File: src/rtl/pbit_pkg.sv
// Shared types and constants for the P-bit clamp sequencer and its ones-counter.
package pbit_pkg;

    localparam int N_OUT_PBITS = 8;
    localparam int TOTAL_PBITS = 53;

    typedef enum logic [2:0] {
        IDLE,
        SETTLE,
        SAMPLE,
        REPORT,
        RELEASE
    } seq_state_t;

    function automatic int max3(input int a, input int b, input int c);
        int m;
        m = (a > b) ? a : b;
        return (m > c) ? m : c;
    endfunction

endpackage

File: src/rtl/pbit_ones_counter.sv
// Bank of per-P-bit ones counters; cleared at pattern start, incremented on sampled sweeps.
module pbit_ones_counter
    import pbit_pkg::*;
#(
    parameter int N_OBS = 8,
    parameter int CNT_W = 9
) (
    input  logic                          clk,
    input  logic                          rst_n,
    input  logic                          clr,
    input  logic                          en,
    input  logic [0:N_OBS-1]              bits,
    output logic [0:N_OBS-1][CNT_W-1:0]   res_cnt
);

    logic [0:N_OBS-1][CNT_W-1:0] cnt_q;
    logic [0:N_OBS-1][CNT_W-1:0] cnt_d;

    // Counter width covers SAMPLE_SWEEPS, so the sum can never wrap.
    always_comb begin
        cnt_d = cnt_q;
        if (clr) begin
            cnt_d = '0;
        end else if (en) begin
            for (int i = 0; i < N_OBS; i++) begin
                cnt_d[i] = cnt_q[i] + CNT_W'(bits[i]);
            end
        end
    end

    always_ff @(posedge clk) begin
        if (!rst_n) begin
            cnt_q <= '0;
        end else begin
            cnt_q <= cnt_d;
        end
    end

    assign res_cnt = cnt_q;

endmodule

File: src/rtl/clamp_sequencer.sv
// Applies one clamp pattern at a time, settles, counts observed P-bit ones, reports counts to the host.
// Optional feature macro CLAMP_SEQ_RELEASE_EN adds an unclamped RELEASE phase after each report.
module clamp_sequencer
    import pbit_pkg::*;
#(
    parameter int N_CLAMP        = N_OUT_PBITS,
    parameter int N_OBS          = 8,
    parameter int SETTLE_SWEEPS  = 16,
    parameter int SAMPLE_SWEEPS  = 256,
    parameter int RELEASE_SWEEPS = 4,
    parameter int CNT_W          = $clog2(SAMPLE_SWEEPS + 1)
) (
    input  logic                          clk,
    input  logic                          rst_n,
    input  logic                          pat_valid,
    output logic                          pat_ready,
    input  logic [0:N_CLAMP-1]            pat_data,
    input  logic                          abort,
    input  logic                          sweep_tick,
    input  logic [0:N_OBS-1]              obs_pbit,
    output logic [0:N_CLAMP-1]            clamp,
    output logic                          clamp_EN,
    output logic                          res_valid,
    input  logic                          res_ready,
    output logic [0:N_OBS-1][CNT_W-1:0]   res_cnt,
    output logic                          busy
);

    localparam int SWP_MAX = max3(SETTLE_SWEEPS, SAMPLE_SWEEPS, RELEASE_SWEEPS);
    localparam int SWP_W   = $clog2(SWP_MAX + 1);

    localparam logic [SWP_W-1:0] SETTLE_LAST =
        SWP_W'((SETTLE_SWEEPS > 0) ? SETTLE_SWEEPS - 1 : 0);
    localparam logic [SWP_W-1:0] SAMPLE_LAST =
        SWP_W'((SAMPLE_SWEEPS > 0) ? SAMPLE_SWEEPS - 1 : 0);
`ifdef CLAMP_SEQ_RELEASE_EN
    localparam logic [SWP_W-1:0] RELEASE_LAST =
        SWP_W'((RELEASE_SWEEPS > 0) ? RELEASE_SWEEPS - 1 : 0);
`endif

    seq_state_t         state_q, state_d;
    logic [SWP_W-1:0]   swp_q, swp_d;
    logic [0:N_CLAMP-1] clamp_q, clamp_d;
    logic               clamp_en_q, clamp_en_d;
    logic               res_valid_q, res_valid_d;
    logic               cnt_clr;
    logic               cnt_en;

    // Abort overrides everything else once a pattern is in flight; counts are left as they were.
    always_comb begin
        state_d     = state_q;
        swp_d       = swp_q;
        clamp_d     = clamp_q;
        clamp_en_d  = clamp_en_q;
        res_valid_d = res_valid_q;
        cnt_clr     = 1'b0;
        cnt_en      = 1'b0;

        if (abort && (state_q != IDLE)) begin
            state_d     = IDLE;
            clamp_en_d  = 1'b0;
            res_valid_d = 1'b0;
        end else begin
            case (state_q)
                IDLE: begin
                    if (pat_valid) begin
                        clamp_d    = pat_data;
                        clamp_en_d = 1'b1;
                        swp_d      = '0;
                        cnt_clr    = 1'b1;
                        state_d    = (SETTLE_SWEEPS == 0) ? SAMPLE : SETTLE;
                    end
                end
                SETTLE: begin
                    if (sweep_tick) begin
                        if (swp_q == SETTLE_LAST) begin
                            swp_d   = '0;
                            state_d = SAMPLE;
                        end else begin
                            swp_d = swp_q + SWP_W'(1);
                        end
                    end
                end
                SAMPLE: begin
                    if (sweep_tick) begin
                        cnt_en = 1'b1;
                        if (swp_q == SAMPLE_LAST) begin
                            swp_d       = '0;
                            res_valid_d = 1'b1;
                            state_d     = REPORT;
                        end else begin
                            swp_d = swp_q + SWP_W'(1);
                        end
                    end
                end
                REPORT: begin
                    if (res_ready) begin
                        res_valid_d = 1'b0;
                        clamp_en_d  = 1'b0;
                        swp_d       = '0;
`ifdef CLAMP_SEQ_RELEASE_EN
                        state_d     = (RELEASE_SWEEPS == 0) ? IDLE : RELEASE;
`else
                        state_d     = IDLE;
`endif
                    end
                end
                RELEASE: begin
`ifdef CLAMP_SEQ_RELEASE_EN
                    if (sweep_tick) begin
                        if (swp_q == RELEASE_LAST) begin
                            swp_d   = '0;
                            state_d = IDLE;
                        end else begin
                            swp_d = swp_q + SWP_W'(1);
                        end
                    end
`else
                    state_d = IDLE;
`endif
                end
                default: begin
                    state_d = IDLE;
                end
            endcase
        end
    end

    always_ff @(posedge clk) begin
        if (!rst_n) begin
            state_q     <= IDLE;
            swp_q       <= '0;
            clamp_q     <= '0;
            clamp_en_q  <= 1'b0;
            res_valid_q <= 1'b0;
        end else begin
            state_q     <= state_d;
            swp_q       <= swp_d;
            clamp_q     <= clamp_d;
            clamp_en_q  <= clamp_en_d;
            res_valid_q <= res_valid_d;
        end
    end

    pbit_ones_counter #(
        .N_OBS (N_OBS),
        .CNT_W (CNT_W)
    ) u_ones_counter (
        .clk     (clk),
        .rst_n   (rst_n),
        .clr     (cnt_clr),
        .en      (cnt_en),
        .bits    (obs_pbit),
        .res_cnt (res_cnt)
    );

    assign pat_ready = (state_q == IDLE);
    assign busy      = (state_q != IDLE);
    assign clamp     = clamp_q;
    assign clamp_EN  = clamp_en_q;
    assign res_valid = res_valid_q;

endmodule

File: config.mk
export PLATFORM = sky130hd
export DESIGN_NAME = clamp_sequencer
export DESIGN_NICKNAME = d
export VERILOG_FILES = /design/src/rtl/pbit_pkg.sv /design/src/rtl/pbit_ones_counter.sv /design/src/rtl/clamp_sequencer.sv
export SDC_FILE = /design/constraint.sdc
export NUM_CORES = 1
export LEC_CHECK = 0
export ABC_AREA = 1
export CORE_MARGIN = 5
export CORE_UTILIZATION = 30
export DETAILED_ROUTE_END_ITERATION = 6
export MAX_ROUTING_LAYER = met4
export PLACE_DENSITY = 0.52
export SYNTH_ARGS = -nofsm -noshare
export SYNTH_HDL_FRONTEND = slang
export SYNTH_SLANG_ARGS = --single-unit
File: constraint.sdc
create_clock -name clk -period 2.6 [get_ports clk]
set_input_delay 0.26 -clock clk [delete_from_list [all_inputs] [get_ports clk]]
set_output_delay 0.26 -clock clk [all_outputs]
set_load 0.02 [all_outputs]
==> impl_metrics.toml <==
[floorplan]
io_pins = 106
dieArea_um2 = 18500
fp-row-count = 46
die_y_um = 136
core_area_um2 = 15800
die_width_um = 136
initial_core_util_pct = 30.3

[clocking]
clkLatencyLatePin_ns = 0.35
cts_resized = 0
holdBufCountCts = 0
cts-root-buf = "clkbuf_16"
cts.clk_slew.worst_paths_ns = 0.06
postCtsSetupRepairBufs = 0
cts.sinks = 93
clockBufferDepth = 2
htree_levels = 3
cts_tree = "built"
cts_buffers = 9

[route]
drc = 0
vias = 4534
routedWlPerCell_um = 12.2
drtAntennaViolNets = 0
drt_first_pass_iters = 4
drt_iter0_drc = 257
viasPerCell = 4.51
wirelength_um = 12300

[logic_synthesis]
ys_types = 35
syn-cell-area_um2 = 4770
synth_cells = 679
synth-edff-count = 0
synth_async_sr_flop_share_pct = 0
synth.net_count = 725
ys_seq_area_share_pct = 39.0
syn-mean-instance-area_um2 = 7.03
ys.flop_type = "dfxtp_1"
yosysWarnings = 0
synth_seq_cells = 93

[timing]
worst_slew_pin_slew_ns = 0.460
skew_ns = 0.00607
slew_headroom_pct = 69.3
hold_viol_final = 0
finalSetupViolCount = 0
slew_violations = 0
rsz0062_at_grt = "no"
fmax_ghz = 0.472
post-route-period-util_pct = 81.5
period_needed_ns = 2.12
fin_tns_setup_ns = 0

[hold_path]
hold_path_class = "reg -> reg"
holdPathStages = 2

[critical_path]
r2r-start = "state_q[0]"
cp-start-kind = "register"
critPathRequiredTime_ns = 2.34
rrSetupSlack_ns = 0.61
r2r_end = "u_ones_counter.res_cnt[52]"
cp-end-kind = "primary output"
worstRegToRegCells = 9
worstSetupStartpoint = "state_q[0]"
criticalPathCategory = "reg -> out"
endpoint = "busy"
crit_fanout = 7
arrival_ns = 1.86

[placed_design]
dpl.hpwl_um = 9110
place_inst = 989
port_buffers = 105
gp_congestion = 0.816

[finish]
area_growth_pct = 32.4
fillCellCount = 1674
nNetsFinal = 830
final_cells = 1005
drive_above_1_share_pct = 6.97
antenna_cells = 0
regArea_um2 = 1860
multi_input_area_um2 = 2500
utilization_pct = 40.1

[grt]
busiest_layer = "met2"
grtUsageMet3_pct = 2.48
grt_start_max_net_pins = 56
grt_use_met2_pct = 22.4
gr-total-overflow = 0
antenna_found_initial = 0
grtUsageTotal_pct = 13.8
grt_pass1_vias = 4177
grt_pass1_wl_um = 19900
grtUsageMet1_pct = 16.7

[outcome]
status = "complete, no violations"

[power_and_ir_drop]
total_leakage_power_uw = 0.00238
powerDensity_nw_per_um2 = 637
ir_drop_mv = 0.333

[run]
maxCapViolCount = 0
-- synthesized netlist by cell type (3+ instances only) --
library cell | number | share of area, %
o21ai_1 | 7 | 0.73
o21ai_0 | 49 | 5.1
nor3_2 | 5 | 1.0
inv_1 | 78 | 6.1
nor2_2 | 4 | 0.52
nor2_4 | 5 | 1.2
o21a_1 | 3 | 0.47
buf_4 | 3 | 0.47
o21bai_1 | 4 | 0.63
buf_2 | 8 | 0.84
xnor2_1 | 8 | 1.5
nand3b_1 | 5 | 0.79
nor3_1 | 6 | 0.63
nand2_1 | 159 | 13
dfxtp_1 | 93 | 39
ha_1 | 24 | 6.3
o21ai_2 | 3 | 0.55
nor2_1 | 119 | 9.4
nor3_4 | 5 | 1.7
a21oi_1 | 39 | 4.1
nand2_2 | 5 | 0.66
nand3_1 | 28 | 2.9
inv_2 | 5 | 0.39
-- flip-flops by register name, summed over array words and instances (netlist names) --
name,flops
clamp,8
clamp_EN,1
res_valid,1
state_q,2
swp_q,9
u_ones_counter.res_cnt,72
-- routing by layer --
metal,vias up,share of wire [%],routed length (um)
li1,2355,-,-
met1,2074,47,5720
met2,91,47,5820
met3,14,4.4,542
met4,0,1.7,204
met5,-,0,0
-- worst min path at each step --
stage,from,endpoint,slack (ns)
finish,u_ones_counter.res_cnt[59],u_ones_counter.res_cnt[59],0.46
global route,u_ones_counter.res_cnt[52],u_ones_counter.res_cnt[52],0.49
CTS,u_ones_counter.res_cnt[52],u_ones_counter.res_cnt[52],0.47
detailed placement,u_ones_counter.res_cnt[50],u_ones_counter.res_cnt[50],0.46
global placement,u_ones_counter.res_cnt[61],u_ones_counter.res_cnt[61],0.45
floorplan,pat_data[0],clamp[0],0.42
-- area by class of cell --
class	count	area share, %
multi-input cells	486	39.6
flip-flops and latches	93	29.5
repair buffers	110	17.2
inverters	84	4.99
well taps	216	4.28
clock buffers	13	4.12
clock inverters	3	0.317
-- kinds of logic (layout without fill, tap and decap cells) --
| family | count (synthesis) | in the layout | synth area share (%) |
|---|---|---|---|
| compound gates | 109 | 109 | 12.2 |
| xor+xnor | 8 | 8 | 1.47 |
| fa+ha+maj | 24 | 24 | 6.29 |
| buf+inv | 100 | 210 | 8.71 |
| flops | 93 | 93 | 39.0 |
| simple gates | 345 | 345 | 32.3 |
-- placed cells by master, fill, tap and decap left out, types with 4 or more instances in the layout --
cell | Yosys | layout
nand2_1 | 159 | 159
nor2_1 | 119 | 118
clkdlybuf4s50_1 | 0 | 105
dfxtp_1 | 93 | 93
inv_1 | 78 | 78
o21ai_0 | 49 | 49
a21oi_1 | 39 | 39
nand3_1 | 28 | 28
ha_1 | 24 | 24
clkbuf_16 | 0 | 9
xnor2_1 | 8 | 8
o21ai_1 | 7 | 7
nor2_4 | 5 | 6
nor3_1 | 6 | 6
inv_2 | 5 | 5
nand2_2 | 5 | 5
nand3b_1 | 5 | 5
nor3_2 | 5 | 5
nor3_4 | 5 | 5
buf_4 | 3 | 5
nor2_2 | 4 | 4
o21bai_1 | 4 | 4
-- report_power, final --
| group | total (uW) | internal, uW | switching, uW |
|---|---|---|---|
| sequential | 1560 | 1500 | 59.9 |
| combinational | 1200 | 407 | 793 |
| clock | 1260 | 700 | 561 |
-- worst max-delay path: stages (launching register included) --
cell,delay (ns)
dfxtp_1,0.39
inv_1,0.10
ha_1,0.31
inv_2,0.12
clkdlybuf4s50_1,0.61
-- stage by stage --
stage               cell area, um^2  power [uW]  hold slack (ns)  setup slack (ns)
floorplan                      4770        2420            0.425             0.801
global placement               6040        2790            0.454             0.659
detailed placement             6040        2810            0.458             0.599
CTS                            6320        4100            0.471             0.455
global route                   6320        4290            0.489             0.356
finish                         6320        4030            0.463             0.482
(Power assumes the default switching activity.)
